<file path="src/rtl/seq_chunk_adder.sv">
// Multi-cycle adder/subtractor: adds CHUNK bits per clock through a registered carry,
// with a start/ready handshake in and a one-cycle done pulse out.
module seq_chunk_adder #(
    parameter int unsigned WIDTH = 16,
    parameter int unsigned CHUNK = 4
) (
    input  logic             clk,
    input  logic             reset,
    input  logic             start,
    input  logic [WIDTH-1:0] A,
    input  logic [WIDTH-1:0] B,
    input  logic             cin,
    input  logic             sub,
    output logic             ready,
    output logic             done,
    output logic [WIDTH-1:0] sum,
    output logic             cout,
    output logic             ovf
);

    localparam int unsigned NCH = WIDTH / CHUNK;
    localparam int unsigned CW  = (NCH > 1) ? $clog2(NCH) : 1;

    typedef enum logic [1:0] {
        ST_IDLE = 2'd0,
        ST_RUN  = 2'd1,
        ST_DONE = 2'd2
    } state_t;

    state_t           state;
    state_t           state_next;
    logic             accept_c;
    logic             finish_c;
    logic             last_c;

    logic [CW-1:0]    count;
    logic             carry;
    logic [WIDTH-1:0] a_reg;
    logic [WIDTH-1:0] b_reg;
    logic [WIDTH-1:0] part;

    logic [CHUNK:0]   slice_c;
    logic [WIDTH-1:0] part_next_c;
    logic             msb_cin_c;

    // Operands shift right one slice per RUN cycle, so the active slice is always the low CHUNK bits.
    assign last_c      = (count == CW'(NCH - 1));
    assign slice_c     = {1'b0, a_reg[CHUNK-1:0]} + {1'b0, b_reg[CHUNK-1:0]} + (CHUNK+1)'(carry);
    assign part_next_c = (part >> CHUNK) | (WIDTH'(slice_c[CHUNK-1:0]) << (WIDTH - CHUNK));
    // Carry into the MSB recovered from the MSB sum bit and its two operand bits.
    assign msb_cin_c   = part_next_c[WIDTH-1] ^ a_reg[CHUNK-1] ^ b_reg[CHUNK-1];

    // State register; ready is registered from the next state.
    always_ff @(posedge clk) begin
        if (reset) begin
            state <= ST_IDLE;
            ready <= 1'b1;
        end else begin
            state <= state_next;
            ready <= (state_next != ST_RUN);
        end
    end

    // Next-state logic plus accept/finish strobes.
    always_comb begin
        state_next = state;
        accept_c   = 1'b0;
        finish_c   = 1'b0;
        case (state)
            ST_IDLE: begin
                if (start) begin
                    accept_c   = 1'b1;
                    state_next = ST_RUN;
                end
            end
            ST_RUN: begin
                if (last_c) begin
                    finish_c   = 1'b1;
                    state_next = ST_DONE;
                end
            end
            ST_DONE: begin
                if (start) begin
                    accept_c   = 1'b1;
                    state_next = ST_RUN;
                end else begin
                    state_next = ST_IDLE;
                end
            end
            default: state_next = ST_IDLE;
        endcase
    end

    // Datapath: capture on accept, one slice per RUN cycle, publish results only at completion.
    always_ff @(posedge clk) begin
        if (reset) begin
            count <= '0;
            carry <= 1'b0;
            a_reg <= '0;
            b_reg <= '0;
            part  <= '0;
            sum   <= '0;
            cout  <= 1'b0;
            ovf   <= 1'b0;
            done  <= 1'b0;
        end else begin
            done <= finish_c;
            if (accept_c) begin
                a_reg <= A;
                b_reg <= B ^ {WIDTH{sub}};
                carry <= sub | cin;
                count <= '0;
            end else if (state == ST_RUN) begin
                a_reg <= a_reg >> CHUNK;
                b_reg <= b_reg >> CHUNK;
                part  <= part_next_c;
                carry <= slice_c[CHUNK];
                count <= count + CW'(1);
                if (finish_c) begin
                    sum  <= part_next_c;
                    cout <= slice_c[CHUNK];
                    ovf  <= slice_c[CHUNK] ^ msb_cin_c;
                end
            end
        end
    end

endmodule

</file>
<file path="config.mk">
export PLATFORM = sky130hd
export DESIGN_NAME = seq_chunk_adder
export DESIGN_NICKNAME = d
export VERILOG_FILES = /design/src/rtl/seq_chunk_adder.sv
export SDC_FILE = /design/constraint.sdc
export NUM_CORES = 1
export LEC_CHECK = 0
export CORE_UTILIZATION = 36
export CTS_BUF_LIST = sky130_fd_sc_hd__clkbuf_8
export DETAILED_ROUTE_END_ITERATION = 16
export GPL_ROUTABILITY_DRIVEN = 0
export PLACE_DENSITY = 0.66
export SLEW_MARGIN = 10
export SYNTH_ARGS = -nofsm -noshare
export SYNTH_HDL_FRONTEND = slang
export SYNTH_SLANG_ARGS = --single-unit
</file>
<file path="constraint.sdc">
create_clock -name clk -period 5.8 [get_ports clk]
set_clock_uncertainty 0.2 [all_clocks]
set_input_delay 1.16 -clock clk [delete_from_list [all_inputs] [get_ports clk]]
set_output_delay 1.16 -clock clk [all_outputs]
set_load 0.03 [all_outputs]
</file>
==> results.json, run 1 <==
{
  "synth_edf_count": 0,
  "cap_violations": 0,
  "cts_tree": "done",
  "synth_top_area_share": 0.491,
  "wl_mm": 5.84,
  "routedWlPerCell_um": 12.3,
  "cp-endpoint": "b_reg[3]",
  "yosysUniqueCellTypes": 37,
  "yosys-mux-area-fraction": 0.00356,
  "hold_viol": 0,
  "die_area_mm2": 0.00817,
  "cp_top_family": "simple AND/OR/NAND/NOR gates",
  "synthFlopType": "dfxtp_1",
  "synth_compound_area_frac": 0.183,
  "hold_path.class": "flip-flop to flip-flop",
  "outcome": "finished clean",
  "synthXorXnorAreaFrac": 0.0592,
  "seqPwrFrac": 0.482,
  "postCtsHoldBufs": 0,
  "synth_top_family_by_area": "compound AO/OA/AOI/OAI gates",
  "synth-simple-area-share": 0.183,
  "fin_total_pwr_mw": 1.06,
  "worst_ep_required_time_ns": 5.81,
  "met2WireLength_mm": 2.70,
  "endpoint_kind": "flip-flop",
  "drt_pass1_iterations": 4,
  "critPathLaunchType": "primary input",
  "cts_setup_buffers": 0,
  "power.leakage_nw": 1.30,
  "grt_pass1_vias": 2149,
  "cts.htree.levels": 3,
  "path_depth": 5,
  "die_w_um": 90.4,
  "cts_buffers": 9,
  "syn_nets": 371,
  "yosysSeqAreaShare": 0.491,
  "path_clk_slew_ns": 0.07,
  "synthArstFlopShare": 0,
  "cts_root_buffer": "clkbuf_8",
  "fin_nets": 414,
  "grt_max_degree": 70,
  "avgSynthCellArea_um2": 8.58,
  "final.setup.worst_slack_ns": 2.45,
  "drcViolationCount": 0,
  "syn_inst": 328,
  "hpwl_mm": 3.87,
  "cts_sinks": 69,
  "setup_tns_ns": 0,
  "ant_nets": 0,
  "reg2regPathDepth": 5,
  "slowest_stage": "nor2b_2",
  "crit_chain": "clkdlybuf4s50_1, nor2b_2, nor2_2, a221oi_1, nor2_1",
  "power.density_mw_per_mm2": 296,
  "synth_area_leader_cell": "dfxtp_1",
  "overflow": 0,
  "vias_per_cell": 4.92,
  "swShare": 0.241,
  "synth.cell_area_mm2": 0.00281,
  "worstPathArrival_ns": 3.36,
  "syn_to_final_growth_pct": 27.6,
  "hold_slack_ns": 0.255,
  "rsz0062_at_grt": "false",
  "r2r-end": "b_reg[15]",
  "dr_wl_met3_um": 301,
  "p_int_mw": 0.806,
  "dpl_worst_slack_ns": 2.05,
  "ff2ff_setup_slack_ns": 3.22,
  "core_mm2": 0.00741,
  "switchingPower_mw": 0.256,
  "ctsResizeCount": 0,
  "worstMarginPinSlew_ns": 1.12,
  "slowest_delay_ns": 0.83,
  "cp_num_buf_inv": 1,
  "period_needed_ns": 3.35,
  "cp_max_fo": 29,
  "worst_skew_pair.late_latency_ns": 0.35,
  "n_antenna_cell": 0,
  "met1_length_mm": 2.74,
  "timing.slew.headroom": 0.250,
  "drtIter0Drc": 112,
  "drv_slew": 0,
  "ir_drop_uv": 172,
  "r2r-start": "state[0]",
  "yosys-top-cells-count": "69 x dfxtp_1, 68 x nand2_1, 42 x a21oi_1",
  "comb_power_share": 0.121,
  "yosysMostFrequentCell": "dfxtp_1",
  "synthAdderAreaFrac": 0.0320,
  "portBuffers": 56,
  "grt_usage": 0.158,
  "max_freq_ghz": 0.298,
  "final_util": 0.485,
  "synth.yosys.warnings": 0,
  "setup_viol": 0,
  "clkPwrFrac": 0.397,
  "vias": 2330,
  "drive_gt1_frac": 0.0613,
  "die_y_um": 90.4,
  "cts_buffer_depth": 2,
  "yosys-top-cells-area": "dfxtp_1 49%, nand2_1 9.1%, a21oi_1 7.5%, a22oi_1 5.3%, nor2_1 4.7%",
  "critical_path_class": "primary input to flip-flop",
  "maxUsedRoutingLayer": "met4",
  "ys_ff_latch": 69,
  "antenna_found_initial": 0,
  "ios": 57,
  "grt_pass1_wl_mm": 10.2,
  "period_share": 0.578,
  "start_util": 0.380,
  "row_count": 31,
  "cp-startpoint": "start"
}
## worst min-delay path by stage
stage	cells after the start	to	startpoint	slack, ns
after floorplan	2	sum[0]	part[4]	0.23
after global placement	2	sum[10]	sum[10]	0.24
after detailed placement	2	sum[7]	sum[7]	0.25
after CTS	2	a_reg[4]	a_reg[4]	0.26
final	2	sum[3]	sum[3]	0.26
after global routing	2	sum[1]	sum[1]	0.27
## layer usage
| layer | vias to the layer above | global-route usage |
|---|---|---|
| met1 | 1057 | 0.198 |
| met2 | 66 | 0.245 |
| met4 | 0 | 0.0685 |
| li1 | 1196 | - |
| met3 | 11 | 0.0547 |
| met5 | - | 0 |
## area by class of cell
class / count / area, um^2
fill: 752 / 3820
clock buffer: 10 / 138
multi-input combinational: 232 / 1300
tap: 99 / 124
clock inverter: 5 / 75.1
timing repair buffer: 58 / 571
inverter: 1 / 3.75
sequential: 69 / 1380
## layout by cell type (no fill, tap or decap), types with 3 or more instances in the layout
cell type,instances
a22oi_1,20
xor2_1,9
nand2_1,68
nor3_1,6
xnor2_1,10
dfxtp_1,69
o22ai_1,4
a21oi_1,42
clkbuf_8,10
nand3_1,3
ha_1,4
nor2_1,35
clkdlybuf4s50_1,55
clkinv_2,3
a221oi_1,8
## tightest hold or removal path, delay by kind of cell, from the launching register on
kind            cells  cell delay (ns)
compound gates      1             0.05
flops               1             0.31
simple gates        1             0.05
## through the flow
step	area, um^2	cells
4_1_cts	3590	474
3_3_place_gp	3380	459
2_1_floorplan	2810	328
6_report	3590	474
5_1_grt	3590	474
3_5_place_dp	3380	459
## kinds of logic after synthesis
kind of cell / Yosys count
compound gates: 82
xor+xnor: 19
fa+ha+maj: 6
buf+inv: 27
flops: 69
mux: 1
simple gates: 124
## power by group through the flow
stage	Combinational [mW]	Sequential [mW]	Clock [mW]
2_1_floorplan	0.0900	0.519	0
3_3_place_gp	0.128	0.521	0
3_5_place_dp	0.130	0.522	0
4_1_cts	0.130	0.511	0.434
5_1_grt	0.144	0.514	0.454
6_report	0.129	0.511	0.422
No activity file was read; power rests on OpenSTA's default activity.
==> run 2, diff against run 1 <==
--- a/config.mk
+++ b/config.mk
@@ -9,7 +9,7 @@
 export CTS_BUF_LIST = sky130_fd_sc_hd__clkbuf_8
 export DETAILED_ROUTE_END_ITERATION = 16
 export GPL_ROUTABILITY_DRIVEN = 0
-export PLACE_DENSITY = 0.66
+export PLACE_DENSITY = 0.69
 export SLEW_MARGIN = 10
 export SYNTH_ARGS = -nofsm -noshare
 export SYNTH_HDL_FRONTEND = slang
==> constraint.sdc (replaced) <==
create_clock -name clk -period 3 [get_ports clk]
set_clock_uncertainty 0.2 [all_clocks]
set_input_delay 0.6 -clock clk [delete_from_list [all_inputs] [get_ports clk]]
set_output_delay 0.6 -clock clk [all_outputs]
set_load 0.03 [all_outputs]
==> run 2 against run 1 <==
Compared with the run above:
- setup slack got worse by 1.7 ns
- core utilization decreased by 0.10 points
- final cell count rose by 1.1%
- clock-buffer cell count is 1 lower
- power rose by 80%
- sequential power is 93% higher
- critical endpoint is now ovf
- largest power group unchanged
==> results.json, run 2 (same netlist as run 1, synthesis figures left out) <==
{
  "drv_slew": 0,
  "drt_pass1_iterations": 5,
  "grt_pass1_wl_mm": 10.3,
  "vias_per_cell": 4.90,
  "cts_setup_buffers": 0,
  "grt_busiest_layer": "met2",
  "start_util": 0.380,
  "placed_area_mm2": 0.00341,
  "ctsResizeCount": 0,
  "met3_usage": 0.0699,
  "portBuffers": 56,
  "layout_common_cells": "69 x dfxtp_1, 68 x nand2_1, 55 x clkdlybuf4s50_1",
  "drtIter0Drc": 119,
  "endpoint_kind": "flip-flop",
  "stdcell_area_mm2": 0.00358,
  "die_y_um": 90.4,
  "path_clk_slew_ns": 0.08,
  "use_met1": 0.205,
  "instances_no_fill": 479,
  "wl_mm": 5.99,
  "grt_usage": 0.161,
  "fin_total_pwr_mw": 1.91,
  "ios": 57,
  "hold_viol": 0,
  "worstPathArrival_ns": 2.32,
  "final.setup.worst_slack_ns": 0.719,
  "rsz0062_at_grt": "false",
  "drive_gt1_frac": 0.0737,
  "cts_buffers": 9,
  "critPathLaunchType": "flip-flop",
  "drcViolationCount": 0,
  "cts_tree": "done",
  "fin_nets": 418,
  "vias": 2348,
  "final_util": 0.484,
  "hold_path.class": "flip-flop to flip-flop",
  "die_w_um": 90.4,
  "ant_nets": 0,
  "worstMarginPinSlew_ns": 0.743,
  "postCtsHoldBufs": 0,
  "period_needed_ns": 2.28,
  "n_antenna_cell": 0,
  "cp_max_fo": 3,
  "dpl_worst_slack_ns": 0.734,
  "routedWlPerCell_um": 12.5,
  "layout_commonest_cell": "dfxtp_1",
  "cts_buffer_depth": 2,
  "cts_root_buffer": "clkbuf_8",
  "setup_viol": 0,
  "worst_ep_required_time_ns": 3.04,
  "core_mm2": 0.00741,
  "use_met2": 0.248,
  "cts.htree.levels": 3,
  "setup_tns_ns": 0,
  "syn_to_final_growth_pct": 27.4,
  "timing.slew.headroom": 0.505,
  "antenna_found_initial": 0,
  "critical_path_class": "flip-flop to flip-flop",
  "power.leakage_nw": 1.29,
  "grt_pass1_vias": 2175,
  "power.density_mw_per_mm2": 532,
  "overflow": 0,
  "max_freq_ghz": 0.438,
  "hpwl_mm": 4.09,
  "place_inst": 463,
  "period_share": 0.760,
  "hold_slack_ns": 0.254,
  "ir_drop_uv": 294,
  "cts_sinks": 69,
  "die_area_mm2": 0.00817,
  "grt_max_degree": 34,
  "cap_violations": 0,
  "outcome": "finished clean",
  "worst_skew_pair.late_latency_ns": 0.34,
  "row_count": 31
}
[run 2: cell count changes in the layout (fill, tap and decap cells not counted)]
cell,before,now
buf_4,2,6
bufinv_16,2,0
clkbuf_8,10,9
clkinv_2,3,2
clkinv_4,0,2
clkinvlp_4,0,2
inv_6,0,1
[run 2: where the power goes]
| group | switching, mW | internal [mW] | total, mW |
|---|---|---|---|
| clock | 0.362 | 0.302 | 0.663 |
| combinational | 0.135 | 0.121 | 0.256 |
| sequential | 0.0282 | 0.959 | 0.988 |
[run 2: worst paths after layout]
path / to / slack [ns] / startpoint / depth (start not counted)
setup / recovery: ovf / 0.72 / carry / 6
hold / removal: sum[6] / 0.25 / sum[6] / 2
setup reg to reg: ovf / 0.72 / carry / 6
hold reg to reg: sum[6] / 0.25 / sum[6] / 2
[run 2: area by class of cell]
cell class / count / area (um^2)
fill: 733 / 3830
sequential: 69 / 1380
multi-input combinational: 232 / 1300
timing repair buffer: 62 / 601
clock buffer: 9 / 124
tap: 99 / 124
clock inverter: 7 / 51.3
inverter: 1 / 3.75
[run 2: routing by layer]
layer / share of wire / wire (um) / vias to the layer above
met5: 0 / 0 / -
met4: 0.0073 / 44 / 0
met3: 0.064 / 385 / 6
met2: 0.47 / 2790 / 79
met1: 0.46 / 2770 / 1058
li1: - / - / 1205
[run 2: critical path, cell delays in order (launching register included)]
cell and delay (ns):
dfxtp_1 0.33, fa_1 0.47, fa_1 0.42, nand3_1 0.14, nand3_1 0.10, a211o_1 0.27, a31o_2 0.23
